===== config.mk =====
export PLATFORM = sky130hd
export DESIGN_NAME = dt_table_walker
export DESIGN_NICKNAME = d
export VERILOG_FILES = /design/src/rtl/dt_walker_pkg.sv /design/src/rtl/dt_node_table.sv /design/src/rtl/dt_table_walker.sv
export SDC_FILE = /design/constraint.sdc
export NUM_CORES = 1
export LEC_CHECK = 0
export ABC_AREA = 1
export CAP_MARGIN = 15
export CORE_ASPECT_RATIO = 1.25
export CORE_MARGIN = 2
export CORE_UTILIZATION = 62
export DETAILED_ROUTE_END_ITERATION = 7
export HOLD_SLACK_MARGIN = 0.02
export PLACE_DENSITY = 0.83
export SYNTH_ARGS = -nofsm -noshare
export SYNTH_HDL_FRONTEND = slang
export SYNTH_HIERARCHICAL = 1
export SYNTH_SLANG_ARGS = --single-unit

===== constraint.sdc =====
create_clock -name clk -period 2.3 [get_ports clk]
set_input_delay 0.46 -clock clk [delete_from_list [all_inputs] [get_ports clk]]
set_output_delay 0.46 -clock clk [all_outputs]
set_load 0.01 [all_outputs]

===== src/rtl/dt_walker_pkg.sv =====
// Shared definitions for the table-driven decision-tree walker: node-word layout,
// FSM encodings and a node packing helper.
package dt_walker_pkg;

   localparam int NODES_DEF = 32;
   localparam int AW_DEF    = 5;
   localparam int FEAT_W    = 3;
   localparam int WORD_W    = 4 + 2 * AW_DEF;

   // Node word, MSB first: leaf, feat[2:0], fchild[aw-1:0], tchild[aw-1:0]
   function automatic int tchild_lsb(input int aw);
      return 0;
   endfunction

   function automatic int fchild_lsb(input int aw);
      return aw;
   endfunction

   function automatic int feat_lsb(input int aw);
      return 2 * aw;
   endfunction

   function automatic int leaf_bit(input int aw);
      return 2 * aw + 3;
   endfunction

   localparam logic [1:0] ST_IDLE = 2'd0;
   localparam logic [1:0] ST_WALK = 2'd1;
   localparam logic [1:0] ST_DONE = 2'd2;

   typedef logic [WORD_W-1:0] node_word_t;

   localparam node_word_t LEAF_RESET = {1'b1, {(WORD_W-1){1'b0}}};

   function automatic node_word_t pack_node(input logic              leaf,
                                            input logic [FEAT_W-1:0] feat,
                                            input logic [AW_DEF-1:0] fchild,
                                            input logic [AW_DEF-1:0] tchild);
      return {leaf, feat, fchild, tchild};
   endfunction

endpackage


===== src/rtl/dt_node_table.sv =====
// Flop-based node table: one synchronous write port, one combinational read port,
// every entry returns to RESET_WORD on reset.
module dt_node_table #(
   parameter int              NODES      = 32,
   parameter int              AW         = 5,
   parameter int              WW         = 14,
   parameter logic [WW-1:0]   RESET_WORD = '0
) (
   input  logic          clk,
   input  logic          rst,
   input  logic          we,
   input  logic [AW-1:0] waddr,
   input  logic [WW-1:0] wdata,
   input  logic [AW-1:0] raddr,
   output logic [WW-1:0] rdata
);

   logic [WW-1:0] mem [NODES];

   always_ff @(posedge clk) begin
      if (rst) begin
         for (int i = 0; i < NODES; i++) begin
            mem[i] <= RESET_WORD;
         end
      end else if (we) begin
         mem[waddr] <= wdata;
      end
   end

   assign rdata = mem[raddr];

endmodule


===== src/rtl/dt_table_walker.sv =====
// Reprogrammable decision-tree classifier: walks the node table one node per clock
// for each accepted 8-bit sample and returns class, depth and a depth-guard flag.
module dt_table_walker
   import dt_walker_pkg::*;
#(
   parameter int NODES     = 32,
   parameter int AW        = $clog2(NODES),
   parameter int MAX_DEPTH = 8
) (
   input  logic                           clk,
   input  logic                           rst,
   input  logic                           cfg_we,
   input  logic [AW-1:0]                  cfg_addr,
   input  logic [4+2*AW-1:0]              cfg_wdata,
   output logic                           cfg_err,
   input  logic                           in_valid,
   output logic                           in_ready,
   input  logic [7:0]                     in_data,
   output logic                           out_valid,
   input  logic                           out_ready,
   output logic [1:0]                     out_class,
   output logic [$clog2(MAX_DEPTH+1)-1:0] out_depth,
   output logic                           out_err
);

   localparam int WW       = 4 + 2 * AW;
   localparam int DW       = $clog2(MAX_DEPTH + 1);
   localparam int LEAF_B   = leaf_bit(AW);
   localparam int FEAT_LSB = feat_lsb(AW);
   localparam int FCH_LSB  = fchild_lsb(AW);
   localparam int TCH_LSB  = tchild_lsb(AW);

   logic [1:0]        state;
   logic [7:0]        sample;
   logic [AW-1:0]     cur;
   logic [DW-1:0]     depth;
   logic [WW-1:0]     node;
   logic [FEAT_W-1:0] feat;
   logic [AW-1:0]     next_child;
   logic              is_leaf;
   logic              table_we;

   // Writes outside IDLE are dropped so the table never changes under a walk.
   assign table_we = cfg_we && (state == ST_IDLE);

   dt_node_table #(
      .NODES      (NODES),
      .AW         (AW),
      .WW         (WW),
      .RESET_WORD ({1'b1, {(WW-1){1'b0}}})
   ) u_table (
      .clk   (clk),
      .rst   (rst),
      .we    (table_we),
      .waddr (cfg_addr),
      .wdata (cfg_wdata),
      .raddr (cur),
      .rdata (node)
   );

   assign is_leaf    = node[LEAF_B];
   assign feat       = node[FEAT_LSB +: FEAT_W];
   assign next_child = sample[feat] ? node[TCH_LSB +: AW] : node[FCH_LSB +: AW];

   assign in_ready  = (state == ST_IDLE);
   assign out_valid = (state == ST_DONE);

   always_ff @(posedge clk) begin
      if (rst) begin
         state     <= ST_IDLE;
         sample    <= '0;
         cur       <= '0;
         depth     <= '0;
         out_class <= '0;
         out_depth <= '0;
         out_err   <= 1'b0;
         cfg_err   <= 1'b0;
      end else begin
         cfg_err <= cfg_we && (state != ST_IDLE);
         case (state)
            ST_IDLE: begin
               if (in_valid) begin
                  sample <= in_data;
                  cur    <= '0;
                  depth  <= '0;
                  state  <= ST_WALK;
               end
            end
            ST_WALK: begin
               if (is_leaf) begin
                  out_class <= node[1:0];
                  out_depth <= depth;
                  out_err   <= 1'b0;
                  state     <= ST_DONE;
               end else if (depth == DW'(MAX_DEPTH)) begin
                  out_class <= 2'b00;
                  out_depth <= DW'(MAX_DEPTH);
                  out_err   <= 1'b1;
                  state     <= ST_DONE;
               end else begin
                  cur   <= next_child;
                  depth <= depth + DW'(1);
               end
            end
            ST_DONE: begin
               if (out_ready) begin
                  state <= ST_IDLE;
               end
            end
            default: state <= ST_IDLE;
         endcase
      end
   end

endmodule


==> impl_metrics.csv <==
group,metric,value,unit
status,status,"finished, violations left",
status,violations,"negative setup slack",
worst_hold_path,min_path_type,"input port to flop",
global_route,grt_pass1_wl,99150,um
synthesis,syn-mean-instance-area,9.392,um^2
placed_design,placed_cells,2877,
setup_path,critPathLaunchType,"flop",
setup_path,crit_type,"flop to flop",
die,core_area,35260,um^2
synthesis,ys_seq_elements,475,
die,fp-row-count,77,
setup_path,crit_arrival,2.97,ns
setup_path,reg2reg_depth,19,
routing,wl_met1,22460,um
setup_path,worst-path-max-fanout,6,
sta,fin_skew,0.02854,ns
clock_tree,cts_sinks,475,
job,maxCapViolations,0,
clock_tree,clk_pin_slew,0.07,ns
routing,dr_wl_met3,10310,um
routing,wl_met2,32090,um
setup_path,required,2.80,ns
setup_path,rr_endpoint,"cur[4]",
die,pin_count,42,
die,start_util,62.57,%
clock_tree,hold_buffers,0,
sta,slew_violations,0,
power_and_ir_drop,power_density,696.1,nW/um^2
setup_path,end_kind,"flop",
global_route,grtUsageTotal,35.56,%
clock_tree,root_buffer,"clkbuf_16",
routing,drt_iter0_markers,3456,
synthesis,synth_top_cell_area_share,60.98,%
synthesis,synth_top_area_cell,"edfxtp_1",
power_and_ir_drop,peakVddDrop,455.0,uV
sta,fin_ws,-0.1673,ns
die,die_height,214.9,um
setup_path,startpoint,"cur[0]",
sta,timing.slew.headroom,57.20,%
routing,drc,0,
synthesis,synth_cell_types,28,
finish,final_core_util,76.90,%
routing,first_pass_iters,7,
synthesis,synthCells,2349,
sta,worstMarginPinSlew,0.6421,ns
global_route,antenna_found_initial,0,
finish,layout-drive-gt1-share,20.00,%
routing,top_layer,"met4",
synthesis,seq_area_frac_synth,63.43,%
routing,via_per_inst,6.220,
synthesis,syn-num-nets,2383,
finish,diodes,0,
sta,finalSetupViolCount,9,
sta,whs,0.4497,ns
clock_tree,cts_buffer_depth,3,
placed_design,hpwlAfterDp,39130,um
routing,wl,70250,um
power_and_ir_drop,power.total,0.01888,W
placed_design,pre_cts_ws,-0.2258,ns
sta,min_period,2.467,ns
clock_tree,clock_latency,0.58,ns
die,dieWidth,172.7,um
clock_tree,cts_made_buffers,45,
global_route,grt-ovfl-total,0,
setup_path,reg2reg_from,"cur[0]",
routing,final_antenna_net_count,0,
sta,rsz0062_at_grt,"yes",
die,die_area,37120,um^2
placed_design,portBuffers,41,
power_and_ir_drop,p_leak,11.00,nW
finish,final_nets,2522,
synthesis,yosys-top-cells-area,"edfxtp_1, nand2_1, nand3_1",
synthesis,yosys_warnings,6,
synthesis,syn_area,22060,um^2
sta,hold_violations,0,
placed_design,routabilityCongestion,0.9973,
setup_path,r2r_slack,-0.17,ns
clock_tree,cts_tree,"yes",
worst_hold_path,worstHoldPathCells,3,
sta,fmax,405.3,MHz
global_route,grt_max_degree,42,
finish,final_cells,2999,
global_route,grt_pass1_vias,17740,
sta,period_share,107.3,%
routing,wl_per_cell,23.42,um
routing,vias,18655,
finish,synthToLayoutAreaGrowth,22.90,%
clock_tree,cts_htree_levels,2,
setup_path,crit_end,"cur[4]",
==> critical path, cell delays in order, from the launching register on <==
cell	delay [ns]
dfxtp_4	0.40
buf_12	0.17
clkinv_16	0.09
buf_12	0.16
buf_8	0.12
nand2_4	0.04
nand3_2	0.11
nand3_2	0.13
nand2_1	0.08
nand2_2	0.09
nand2_4	0.08
nand2_4	0.07
nand2_4	0.08
inv_4	0.09
nand3_4	0.08
nand3_4	0.14
nand2_4	0.10
nand2_2	0.09
nand3_2	0.06
a21oi_1	0.17
==> registers in the layout, summed over array words and instances (netlist names) <==
name,flops
sample,8
cfg_err,1
u_table/mem,448
cur,5
out_depth,4
out_class,2
out_err,1
depth,4
state,2
==> cell type report <==
type | instances | area, um^2
clock inverters | 34 | 344.1
fillers | 2050 | 8147
inverters | 100 | 429.2
repair inverters | 1 | 30.03
multi-input cells | 1600 | 7346
flip-flops and latches | 475 | 14000
clock buffers | 50 | 1187
repair buffers | 265 | 3183
well taps | 474 | 593.1
==> report_power, final <==
| group | internal [W] | leakage [nW] | switching, W | total [W] |
|---|---|---|---|---|
| clock | 0.00442 | 0.738 | 0.00334 | 0.00776 |
| combinational | 0.000428 | 5.51 | 0.000860 | 0.00129 |
| sequential | 0.00972 | 4.75 | 0.000107 | 0.00983 |
| total | 0.0146 | 11.0 | 0.00430 | 0.0189 |
==> per-stage QoR <==
stage          area, um^2  TNS, ns
3_5_place_dp        24170   -63.20
3_3_place_gp        24170   -53.29
6_report            27110  -0.7099
2_1_floorplan       22060        0
5_1_grt             27110   -1.431
4_1_cts             26020        0
==> layer usage <==
| layer | track usage, % | up-vias |
|---|---|---|
| li1 | - | 7992 |
| met1 | 44.42 | 8530 |
| met2 | 56.59 | 1675 |
| met3 | 7.856 | 458 |
| met4 | 22.71 | 0 |
| met5 | 0 | - |
==> cells in the mapped netlist, drive strengths merged <==
| cell | count |
|---|---|
| a211oi | 8 |
| xor2 | 2 |
| dfxtp | 27 |
| clkbuf | 62 |
| ha | 2 |
| nand3b | 1 |
| buf | 112 |
| nor3 | 14 |
| o21bai | 1 |
| inv | 100 |
| nor2 | 465 |
| nand3 | 354 |
| edfxtp | 448 |
| nand2 | 736 |
| a21oi | 17 |
==> timing repair <==
item                                    in CTS  in global routing
cloned                                       7                  7
setup buffers                                3                 23
pin swaps                                    3                 51
endpoints found under the setup margin      12                 17
gates resized for setup                     20                207
==> worst min-delay path by stage <==
| stage | slack [ns] | start | endpoint |
|---|---|---|---|
| 6_report | 0.45 | cfg_we | cfg_err |
| 5_1_grt | 0.49 | cfg_we | cfg_err |
| 4_1_cts | 0.45 | cfg_we | cfg_err |
| 3_5_place_dp | 0.45 | out_depth[1] | out_depth[1] |
| 3_3_place_gp | 0.45 | out_depth[2] | out_depth[2] |
| 2_1_floorplan | 0.44 | sample[5] | sample[5] |
==> layout by cell type (no fill, tap or decap), drive strengths merged, types with 14 or more instances in the layout <==
cell             n
nand2          736
nor2           465
edfxtp         448
nand3          354
buf            217
inv            101
clkbuf          56
clkdlybuf4s50   41
dfxtp           27
clkinv          22
a21oi           17
nor3            14
==> logic make-up after synthesis <==
group	after synthesis	synth area share, %
simple gates	1570	29.27
flops	475	63.43
xor+xnor	2	0.07941
compound gates	26	0.8620
buf+inv	274	6.244
fa+ha+maj	2	0.1134
(Power assumes the default switching activity.)
